[config.mk]
export PLATFORM = sky130hd
export DESIGN_NAME = alu_share_ctrl
export DESIGN_NICKNAME = d
export VERILOG_FILES = /design/src/rtl/alu_share_ctrl.sv
export SDC_FILE = /design/constraint.sdc
export NUM_CORES = 1
export LEC_CHECK = 0
export ABC_CLOCK_PERIOD_IN_PS = 1800
export CAP_MARGIN = 10
export CELL_PAD_IN_SITES_DETAIL_PLACEMENT = 0
export CELL_PAD_IN_SITES_GLOBAL_PLACEMENT = 1
export CORE_MARGIN = 3
export CORE_UTILIZATION = 44
export DETAILED_ROUTE_END_ITERATION = 8
export DONT_BUFFER_PORTS = 1
export PLACE_DENSITY = 0.89
export SLEW_MARGIN = 10
export SYNTH_ARGS = -nofsm -noshare
export SYNTH_HDL_FRONTEND = slang
export SYNTH_SLANG_ARGS = --single-unit
export TNS_END_PERCENT = 1
[constraint.sdc]
create_clock -name clk -period 1.8 [get_ports clk]
set_input_delay 0.27 -clock clk [delete_from_list [all_inputs] [get_ports clk]]
set_output_delay 0.27 -clock clk [all_outputs]
set_load 0.05 [all_outputs]
[src/rtl/alu_share_ctrl.sv]
`default_nettype none
// ============================================================================
// Module      : alu_share_ctrl
// Description : Two-client arbiter for a single shared external ALU. Captures
//               the winning request's operands, holds them on the ALU for
//               ALU_LAT cycles, registers result and flags, and returns them
//               with a one-cycle done pulse. Ties alternate between clients.
//               Optional per-client completion counters are built when the
//               macro ALU_SHARE_STATS_EN is defined.
// Revision    : 1.0 - initial release
// ============================================================================
module alu_share_ctrl #(
    parameter int WIDTH   = 16,
    parameter int ALU_LAT = 1
) (
    input  logic             clk,
    input  logic             rst,
    input  logic             req0,
    input  logic             req1,
    input  logic [WIDTH-1:0] a0,
    input  logic [WIDTH-1:0] b0,
    input  logic [WIDTH-1:0] a1,
    input  logic [WIDTH-1:0] b1,
    input  logic             c0,
    input  logic             c1,
    input  logic [2:0]       opc0,
    input  logic [2:0]       opc1,
    output logic             ack0,
    output logic             ack1,
    output logic             done0,
    output logic             done1,
    output logic [WIDTH-1:0] rsp_w,
    output logic             rsp_z,
    output logic             rsp_n,
    output logic             busy,
    output logic [WIDTH-1:0] alu_a,
    output logic [WIDTH-1:0] alu_b,
    output logic             alu_c,
    output logic [2:0]       alu_opc,
    input  logic [WIDTH-1:0] alu_w,
    input  logic             alu_z,
    input  logic             alu_n,
    output logic [15:0]      cnt0,
    output logic [15:0]      cnt1
);

    localparam logic [1:0] c_IDLE = 2'd0;
    localparam logic [1:0] c_EXEC = 2'd1;
    localparam logic [1:0] c_RESP = 2'd2;

    // Latency counter is 4 bits wide because ALU_LAT is limited to 1..15.
    localparam logic [3:0] c_LAT_M1 = 4'(ALU_LAT - 1);

    logic [1:0] r_state;
    logic [3:0] r_cnt;
    // Client of the most recent grant; also identifies the owner of the
    // operation currently in flight.
    logic       r_last_grant;
    logic       w_pick1;
    logic       w_finish;

    // Client 1 wins when it is the only requester, or on a tie when client 0
    // was served last.
    assign w_pick1  = req1 & (~req0 | ~r_last_grant);
    assign w_finish = (r_state == c_EXEC) && (r_cnt == 4'd0);
    assign busy     = (r_state != c_IDLE);

    // Arbitration, operand capture, latency timing and result capture.
    always_ff @(posedge clk) begin
        if (rst) begin
            r_state      <= c_IDLE;
            r_cnt        <= 4'd0;
            r_last_grant <= 1'b1;
            ack0         <= 1'b0;
            ack1         <= 1'b0;
            done0        <= 1'b0;
            done1        <= 1'b0;
            rsp_w        <= '0;
            rsp_z        <= 1'b0;
            rsp_n        <= 1'b0;
            alu_a        <= '0;
            alu_b        <= '0;
            alu_c        <= 1'b0;
            alu_opc      <= 3'd0;
        end else begin
            ack0  <= 1'b0;
            ack1  <= 1'b0;
            done0 <= 1'b0;
            done1 <= 1'b0;
            case (r_state)
                c_IDLE: begin
                    if (req0 | req1) begin
                        if (w_pick1) begin
                            alu_a   <= a1;
                            alu_b   <= b1;
                            alu_c   <= c1;
                            alu_opc <= opc1;
                            ack1    <= 1'b1;
                        end else begin
                            alu_a   <= a0;
                            alu_b   <= b0;
                            alu_c   <= c0;
                            alu_opc <= opc0;
                            ack0    <= 1'b1;
                        end
                        r_last_grant <= w_pick1;
                        r_cnt        <= c_LAT_M1;
                        r_state      <= c_EXEC;
                    end
                end
                c_EXEC: begin
                    if (r_cnt != 4'd0) begin
                        r_cnt <= r_cnt - 4'd1;
                    end else begin
                        rsp_w   <= alu_w;
                        rsp_z   <= alu_z;
                        rsp_n   <= alu_n;
                        done0   <= ~r_last_grant;
                        done1   <= r_last_grant;
                        r_state <= c_RESP;
                    end
                end
                c_RESP: begin
                    r_state <= c_IDLE;
                end
                default: begin
                    r_state <= c_IDLE;
                end
            endcase
        end
    end

`ifdef ALU_SHARE_STATS_EN
    // Saturating per-client completion counters, stepped with done.
    always_ff @(posedge clk) begin
        if (rst) begin
            cnt0 <= 16'd0;
            cnt1 <= 16'd0;
        end else if (w_finish) begin
            if (!r_last_grant && (cnt0 != 16'hFFFF)) begin
                cnt0 <= cnt0 + 16'd1;
            end
            if (r_last_grant && (cnt1 != 16'hFFFF)) begin
                cnt1 <= cnt1 + 16'd1;
            end
        end
    end
`else
    assign cnt0 = 16'd0;
    assign cnt1 = 16'd0;
`endif

endmodule
`default_nettype wire

==> results of run 1 <==
-- through the flow --
step / worst slack, ns / cells / instance area (sq um) / hold WS, ns
floorplan: 0.318 / 361 / 3140 / 0.408
global placement: 0.244 / 423 / 3170 / 0.349
detailed placement: 0.173 / 423 / 3170 / 0.358
CTS: 0.123 / 440 / 3370 / 0.0469
global route: 0.00739 / 440 / 3370 / 0.0514
finish: 0.123 / 440 / 3370 / 0.0644
-- worst reg2reg max path: stages (launching register included) --
cell and delay, ns:
dfxtp_1 0.32, inv_1 0.10, ha_1 0.16, or3b_2 0.62
o21ai_0 0.24, a21oi_1 0.09
-- synthesized netlist by cell type --
cell / n / area share, %
a211oi_1: 36 / 8.9
o21ba_2: 1 / 0.33
nor3b_1: 1 / 0.25
buf_6: 7 / 2.6
nor2b_1: 1 / 0.21
a22oi_1: 1 / 0.25
conb_1: 1 / 0.12
nor2_1: 4 / 0.50
nand2b_1: 2 / 0.41
buf_4: 37 / 9.2
o21ai_0: 20 / 3.3
and3_1: 1 / 0.21
buf_2: 4 / 0.66
dfxtp_1: 65 / 43
or2_1: 1 / 0.21
inv_1: 40 / 5.0
a21o_1: 1 / 0.25
o221ai_1: 2 / 0.58
or4_1: 2 / 0.50
a221o_1: 36 / 12
nand2_1: 2 / 0.25
and3_4: 1 / 0.37
nor3_2: 1 / 0.33
nor3_1: 1 / 0.17
clkbuf_1: 15 / 1.9
ha_1: 2 / 0.83
a21oi_1: 22 / 3.6
or3_1: 2 / 0.41
or3b_2: 1 / 0.29
nor3b_2: 1 / 0.41
nand3_1: 19 / 3.1
-- logic make-up (layout without fill, tap and decap cells) --
kind of cell | count (synthesis) | in the layout | share of synthesized area, %
compound gates | 119 | 119 | 29.2
other cells | 1 | 32 | 0.124
simple gates | 40 | 40 | 7.64
flops | 65 | 65 | 43.0
fa+ha+maj | 2 | 2 | 0.826
buf+inv | 103 | 105 | 19.3
-- registers in the layout, summed over array words and instances (netlist names), 2 cells and up --
| register | flops |
|---|---|
| alu_opc | 3 |
| alu_b | 16 |
| r_state | 2 |
| rsp_w | 16 |
| r_cnt | 4 |
| alu_a | 16 |
-- report_power, final --
group	total [mW]	internal, mW	leakage, nW	switching [mW]
logic	0.995	0.267	0.714	0.729
registers	1.72	1.56	0.534	0.160
clock network	1.15	0.582	0.0959	0.564
total	3.87	2.41	1.34	1.45
-- worst max-delay path by stage --
stage,cells past startpoint,to,slack [ns]
4_1_cts,5,rsp_w[10]$_SDFFE_PP0P_,0.12
3_5_place_dp,5,rsp_w[10]$_SDFFE_PP0P_,0.17
6_report,5,rsp_w[7]$_SDFFE_PP0P_,0.12
3_3_place_gp,5,rsp_w[14]$_SDFFE_PP0P_,0.24
5_1_grt,5,rsp_w[7]$_SDFFE_PP0P_,0.007
2_1_floorplan,6,rsp_w[7]$_SDFFE_PP0P_,0.32
-- routing by layer --
| metal | vias to the layer above | GRT usage [%] |
|---|---|---|
| met3 | 13 | 7.10 |
| met5 | - | 0 |
| met1 | 1099 | 20.6 |
| met4 | 0 | 7.71 |
| li1 | 1191 | - |
| met2 | 125 | 29.2 |
-- cell type report --
class | instances | area (sq um) | share of cell area, %
repair buffers | 49 | 370 | 11.0
clock inverters | 5 | 38.8 | 1.15
well taps | 77 | 96.3 | 2.86
multi-input cells | 193 | 1260 | 37.5
flip-flops and latches | 65 | 1300 | 38.6
inverters | 40 | 150 | 4.45
clock buffers | 11 | 151 | 4.49
==> flow_summary.yaml, run 1 <==
detailed_routing:
  drt-pass1-iter-count: 4
  avgRoutedWirePerCell_um: 17.2
  met2_length_mm: 3.59
  antenna_left: 0
  top_layer: "met4"
  wl_met1_mm: 2.91
  vias: 2428
  drtIter0Drc: 106
  routed-wl-met3_um: 928
  via_per_inst: 5.52
  drc: 0
  totalWireLength_mm: 7.56
worst_hold_path:
  holdPathEnd: "alu_a[11]$_SDFFE_PP0P_"
  holdPathStages: 1
  min_from: "a1[11]"
  hold_class: "in -> reg"
cells_and_area:
  layout_common_cells: "65 x dfxtp_1, 48 x buf_4, 40 x inv_1"
  antenna_cells: 0
  area_delta_synth_final_pct: 11.3
  drive_gt1_share_pct: 19.3
  fin_nets: 454
  fillers: 608
  final_common_cell: "dfxtp_1"
  post-route-util_pct: 51.9
timing:
  fin_crit_ns: 1.68
  max_slew.worst_pin.slew_ns: 0.905
  finalHoldViolCount: 0
  final.period_utilization_pct: 93.2
  finalSetupTns_ns: 0
  fmax_mhz: 596
  drv_slew: 0
  fin_skew_ns: 0.00842
  setup_violations: 0
  rsz0062_at_grt: "no"
  max-slew-margin-rel_pct: 39.5
floorplanning:
  io_pins: 185
  core_region_area_sq_um: 6490
  die_w_um: 89.0
  initial_core_util_pct: 46.6
  die_height_um: 89.0
  fp-row-count: 29
  die_area_sq_um: 7910
cts:
  tritoncts: "done"
  cts_buffer_depth: 2
  clockRootBuffer: "clkbuf_8"
  post_cts_buffers: 0
  clkTransAtPathRegs_ns: 0.08
  cts_buffers: 9
  postCtsHoldBufs: 1
  cts_resized: 0
  clock_latency_ns: 0.33
  htree_num_levels: 3
  cts.sinks: 65
global_routing:
  grt_max_degree: 40
  antenna_found_initial: 0
  first_global_vias: 2230
  grt_pass1_wl_mm: 10.7
  grt.overflow.total: 0
  grtUsageTotal_pct: 17.8
worst_setup_path:
  critical_path.max_stage_delay_ns: 0.62
  r2r_start: "r_cnt[0]$_SDFFE_PP0P_"
  r2r_cells: 5
  critPathRequiredTime_ns: 1.98
  cp-end-kind: "register"
  critPathBufInv: 1
  crit_arrival_ns: 1.86
  cp_slowest_cell: "or3b_2"
  cp_max_fo: 20
  r2r-end: "rsp_w[7]$_SDFFE_PP0P_"
  critical_path_class: "reg -> reg"
  reg2reg_slack_ns: 0.12
  cp_cell_sequence: "inv_1 > ha_1 > or3b_2 > o21ai_0 > a21oi_1"
  critPathLaunch: "r_cnt[0]$_SDFFE_PP0P_"
  path_delay_family: "simple AND/OR/NAND/NOR gates"
  critPathLaunchType: "register"
placement:
  dpl.hpwl_mm: 5.32
  portBuffers: 0
  gp_congestion: 0.713
logic_synthesis:
  seq_area_frac_synth_pct: 43.0
  syn_area_per_cell_sq_um: 9.18
  syn_area_sq_um: 3030
  yosys_warnings: 0
  syn_inst: 330
  synth.distinct_cells: 31
  ys_ff_latch: 65
flow_run:
  cap_violations: 0
status:
  outcome: "complete, no violations"
power_and_ir_drop:
  pwr_density_cell_nw_per_um2: 1150
  ir_drop_mv: 0.682
  power.total_mw: 3.87
  p_leak_nw: 1.34
Power figures use the tool's default switching activity.
==> inputs of run 2 (changes only) <==
Settings changed: ABC_CLOCK_PERIOD_IN_PS 1800 to 1400, CORE_UTILIZATION 44 to 39, PLACE_DENSITY 0.89 to 0.84, RECOVER_POWER set to 100, SKIP_CTS_REPAIR_TIMING set to 1.
Clock period 1.8 ns to 1.4 ns, I/O delays scaled along.
==> run 2 against run 1 <==
Effect of this change: the flow now finishes with violations (negative hold slack); combinational power increased by 42%; global-route usage down 1.6 points; clock skew rose by 0.0014 ns; clock power is 20% higher; first-iteration DRC count shrank 38%; critical path type unchanged.
==> flow_summary.yaml, run 2 (synthesis results as in run 1) <==
status:
  outcome: "finished, violations left"
  violations: "negative hold slack"
floorplanning:
  die_w_um: 94.1
  die_height_um: 94.1
  io_pins: 185
  initial_core_util_pct: 40.9
  die_area_sq_um: 8860
  core_region_area_sq_um: 7410
  fp-row-count: 31
detailed_routing:
  drt-pass1-iter-count: 4
  via_per_inst: 5.13
  vias: 2564
  totalWireLength_mm: 8.15
  avgRoutedWirePerCell_um: 16.3
  antenna_left: 0
  drtIter0Drc: 66
  drc: 0
timing:
  finalHoldViolCount: 24
  fin_skew_ns: 0.00983
  finalSetupTns_ns: 0
  setup_violations: 0
  rsz0062_at_grt: "yes"
  fin_hold_ws_ns: -0.0417
  fin_crit_ns: 1.40
  fmax_mhz: 716
  finalWorstSetupSlack_ns: 0.00345
  final.period_utilization_pct: 99.8
  drv_slew: 0
  max_slew.worst_pin.slew_ns: 0.509
  max-slew-margin-rel_pct: 66.0
worst_setup_path:
  reg2reg_slack_ns: 0.003
  crit_arrival_ns: 1.63
  critPathLaunch: "r_cnt[0]$_SDFFE_PP0P_"
  critical_path_class: "reg -> reg"
  cp-end-kind: "register"
  critPathRequiredTime_ns: 1.63
  r2r_cells: 5
  r2r_start: "r_cnt[0]$_SDFFE_PP0P_"
  critPathLaunchType: "register"
  cp_max_fo: 10
worst_hold_path:
  hold_class: "in -> reg"
  holdPathStages: 1
  min_from: "rst"
cts:
  cts.sinks: 65
  clock_latency_ns: 0.34
  htree_num_levels: 3
  tritoncts: "done"
  cts_buffer_depth: 2
  cts_buffers: 9
  clockRootBuffer: "clkbuf_8"
  clkTransAtPathRegs_ns: 0.08
global_routing:
  antenna_found_initial: 0
  grtUsageTotal_pct: 16.2
  grt_max_degree: 63
  grt_pass1_wl_mm: 11.4
  first_global_vias: 2406
  grt.overflow.total: 0
placement:
  pre_cts_slack_ns: -0.0697
  gp_congestion: 0.826
  dpl.hpwl_mm: 5.48
  portBuffers: 0
cells_and_area:
  ff_latch_area_sq_um: 1310
  layout_common_cells: "61 x dfxtp_1, 54 x clkbuf_2, 37 x inv_1"
  fillers: 720
  final_common_cell: "dfxtp_1"
  fin_nets: 492
  drive_gt1_share_pct: 27.2
  antenna_cells: 0
  area_delta_synth_final_pct: 22.1
  reg_top3: "alu_a x16, alu_b x16, rsp_w x16"
  multi_input_area_sq_um: 1320
power_and_ir_drop:
  ir_drop_mv: 0.635
  pwr_density_cell_nw_per_um2: 1330
  p_leak_nw: 1.51
flow_run:
  cap_violations: 0
[run 2: cell types whose count changed in the layout (fill, tap and decap cells not counted), sizes merged]
cell | before | now
clkbuf | 11 | 64
buf | 48 | 17
or3b | 1 | 2
dlygate4sd3 | 1 | 14
clkinvlp | 1 | 3
[run 2: final timing paths]
path                                               to
worst max-delay path               rsp_z$_SDFFE_PP0P_
worst max register to register     rsp_z$_SDFFE_PP0P_
worst min-delay path            r_cnt[1]$_SDFFE_PP0P_
worst min register to register  rsp_w[4]$_SDFFE_PP0P_
[run 2: final cells by class]
type | instances | share of cell area, %
clock inverter | 7 | 1.25
inverter | 40 | 4.06
clock buffer | 9 | 3.35
multi-input combinational | 194 | 35.8
tap | 99 | 3.35
timing repair buffer | 86 | 16.9
sequential | 65 | 35.3
[run 2: worst max-delay path, stage by stage (launching register included)]
cell	delay, ns
dfxtp_2	0.33
inv_2	0.09
ha_4	0.14
or3b_4	0.44
o21ai_0	0.20
a21oi_1	0.08
[run 2: where the power goes]
group | internal, mW | switching [mW] | leakage (nW)
Sequential | 2.01 | 0.106 | 0.535
Combinational | 0.357 | 1.05 | 0.898
Clock | 0.637 | 0.744 | 0.0814
[run 2: metal layers]
metal	routed length, um	global-route usage [%]	vias up
met5	0	0	-
met4	78	4.93	0
met3	824	6.89	8
met2	4090	27.6	130
met1	3160	18.2	1160
li1	-	-	1266
[run 2: through the flow]
stage	hold slack [ns]	instance area [sq um]	power [mW]	utilization [%]	std cells
finish	-0.0417	3700	4.91	49.9	500
global route	-0.0800	3700	5.16	49.9	500
CTS	-0.0798	3560	5.01	48.0	481
detailed placement	0.293	3390	3.61	45.7	465
global placement	0.299	3390	3.59	45.7	465
floorplan	0.348	3170	3.35	-	361
==> inputs of run 3 (changes only) <==
Settings changed: SETUP_SLACK_MARGIN set to 0.15.
==> run 3 against run 2 <==
Effect of this change: the run ends with negative hold slack, negative setup slack left; worst hold slack worse by 0.0051 ns; total power rose by 4.0%; clock skew barely moved; non-clock buffer count shrank 15; core utilization rose by 1.5 points; maximum frequency is 2.2% lower; final cell count fell by 3.2%; setup slack worse by 0.031 ns; via count decreased by 1.6%; first-iteration DRC count is 7.6% higher; wire length decreased by 3.9%; die area is the same; critical path type unchanged; critical endpoint is now r_cnt[3]$_SDFFE_PP0P_.
==> flow_summary.yaml, run 3 (synthesis results as in run 1) <==
placement:
  dpl.hpwl_mm: 5.35
  gp_congestion: 0.699
  place_area_sq_um: 3340
  portBuffers: 0
status:
  outcome: "finished, violations left"
  violations: "negative hold slack, negative setup slack"
cells_and_area:
  layout_common_cells: "60 x dfxtp_1, 50 x buf_4, 37 x inv_1"
  ff_latch_area_sq_um: 1310
  multi_input_area_sq_um: 1400
  finalInstanceArea_sq_um: 3810
  drive_gt1_share_pct: 29.4
  area_delta_synth_final_pct: 25.7
  final_common_cell: "dfxtp_1"
  fin_nets: 478
  antenna_cells: 0
  reg_top3: "alu_a x16, alu_b x16, rsp_w x16"
  fillers: 677
floorplanning:
  die_height_um: 94.1
  initial_core_util_pct: 40.9
  die_area_sq_um: 8860
  core_region_area_sq_um: 7410
  fp-row-count: 31
  io_pins: 185
  die_w_um: 94.1
global_routing:
  antenna_found_initial: 0
  first_global_vias: 2309
  grtUsageTotal_pct: 15.7
  grt_max_degree: 63
  grt.overflow.total: 0
  grt_pass1_wl_mm: 10.9
detailed_routing:
  drt-pass1-iter-count: 4
  vias: 2522
  avgRoutedWirePerCell_um: 16.2
  drtIter0Drc: 71
  drc: 0
  totalWireLength_mm: 7.83
  via_per_inst: 5.21
  antenna_left: 0
power_and_ir_drop:
  clkPwrFrac_pct: 29.3
  pwr-share-seq_pct: 43.8
  p_int_mw: 3.29
  pwr_density_cell_nw_per_um2: 1340
  switching_share_pct: 35.5
  power.total_mw: 5.11
  pwr-share-comb_pct: 26.9
  p_leak_nw: 1.48
  ir_drop_mv: 0.699
  p_sw_mw: 1.81
worst_setup_path:
  reg2reg_slack_ns: -0.03
  crit_arrival_ns: 1.69
  r2r_start: "r_cnt[0]$_SDFFE_PP0P_"
  cp-end-kind: "register"
  critical_path_class: "reg -> reg"
  r2r_cells: 5
  critPathLaunchType: "register"
  critPathRequiredTime_ns: 1.67
  cp_max_fo: 4
  r2r-end: "r_cnt[3]$_SDFFE_PP0P_"
cts:
  tritoncts: "done"
  clkTransAtPathRegs_ns: 0.07
  htree_num_levels: 3
  clock_latency_ns: 0.33
  cts_buffers: 9
  cts.sinks: 65
  cts_buffer_depth: 2
  clockRootBuffer: "clkbuf_8"
timing:
  rsz0062_at_grt: "yes"
  finalHoldViolCount: 24
  fin_crit_ns: 1.43
  final.period_utilization_pct: 102
  fin_hold_ws_ns: -0.0468
  finalWorstSetupSlack_ns: -0.0275
  fmax_mhz: 701
  fin_skew_ns: 0.00980
  finalSetupTns_ns: -0.0462
  setup_violations: 2
  max-slew-margin-rel_pct: 62.8
  max_slew.worst_pin.slew_ns: 0.557
  drv_slew: 0
worst_hold_path:
  holdPathEnd: "rsp_w[4]$_SDFFE_PP0P_"
  min_from: "rst"
  hold_class: "in -> reg"
  holdPathStages: 1
flow_run:
  cap_violations: 0
==> run 3: cell count changes in the layout (fill, tap and decap cells not counted), sizes merged <==
cell	previous run	this run
clkinvlp	3	2
clkinv	3	1
buf	17	61
nor3b	2	3
inv	41	39
dlygate4sd3	14	10
bufinv	0	1
clkbuf	64	11
==> run 3: worst max-delay path, cell delays in order (launching register included) <==
cell	delay, ns
dfxtp_2	0.35
inv_2	0.06
ha_4	0.17
nor3b_2	0.18
or4_1	0.48
a21oi_1	0.13
==> run 3: worst max-delay path by stage <==
| stage | start | end | slack (ns) | cells past startpoint |
|---|---|---|---|---|
| 2_1_floorplan | r_cnt[1]$_SDFFE_PP0P_ | rsp_w[7]$_SDFFE_PP0P_ | 0.07 | 6 |
| 3_3_place_gp | r_cnt[1]$_SDFFE_PP0P_ | rsp_w[4]$_SDFFE_PP0P_ | 0.03 | 6 |
| 3_5_place_dp | r_cnt[0]$_SDFFE_PP0P_ | rsp_w[1]$_SDFFE_PP0P_ | -0.03 | 6 |
| 4_1_cts | r_state[1]$_SDFFE_PP0P_ | busy | -0.14 | 3 |
| 5_1_grt | r_state[0]$_SDFFE_PP0P_ | busy | -0.09 | 3 |
| 6_report | r_cnt[0]$_SDFFE_PP0P_ | r_cnt[3]$_SDFFE_PP0P_ | -0.03 | 5 |
==> run 3: cell type report <==
type	instances	share of cell area [%]
clock inverter	3	1.12
clock buffer	11	3.71
tap	99	3.25
inverter	40	4.04
timing repair buffer	71	16.7
sequential	65	34.4
multi-input combinational	195	36.9
==> run 3: routing by layer <==
metal / global-route usage [%] / vias up / wire length (um)
met2: 26.5 / 127 / 3970
met5: 0 / - / 0
met1: 17.6 / 1153 / 3010
met3: 7.21 / 7 / 781
met4: 4.69 / 0 / 66
li1: - / 1235 / -
==> run 3: per-stage QoR <==
stage,worst slack [ns],instances,utilization (%)
finish,-0.0275,484,51.4
global route,-0.0862,484,51.4
CTS,-0.139,464,47.5
detailed placement,-0.0253,450,45.0
global placement,0.0294,450,45.0
floorplan,0.0657,361,-
==> run 3: power by group through the flow <==
stage	clock network (mW)	registers, mW	logic (mW)
finish	1.49	2.24	1.37
global route	1.63	2.26	1.46
CTS	1.54	2.23	1.31
detailed placement	0	2.27	1.31
global placement	0	2.27	1.30
floorplan	0	2.67	0.693
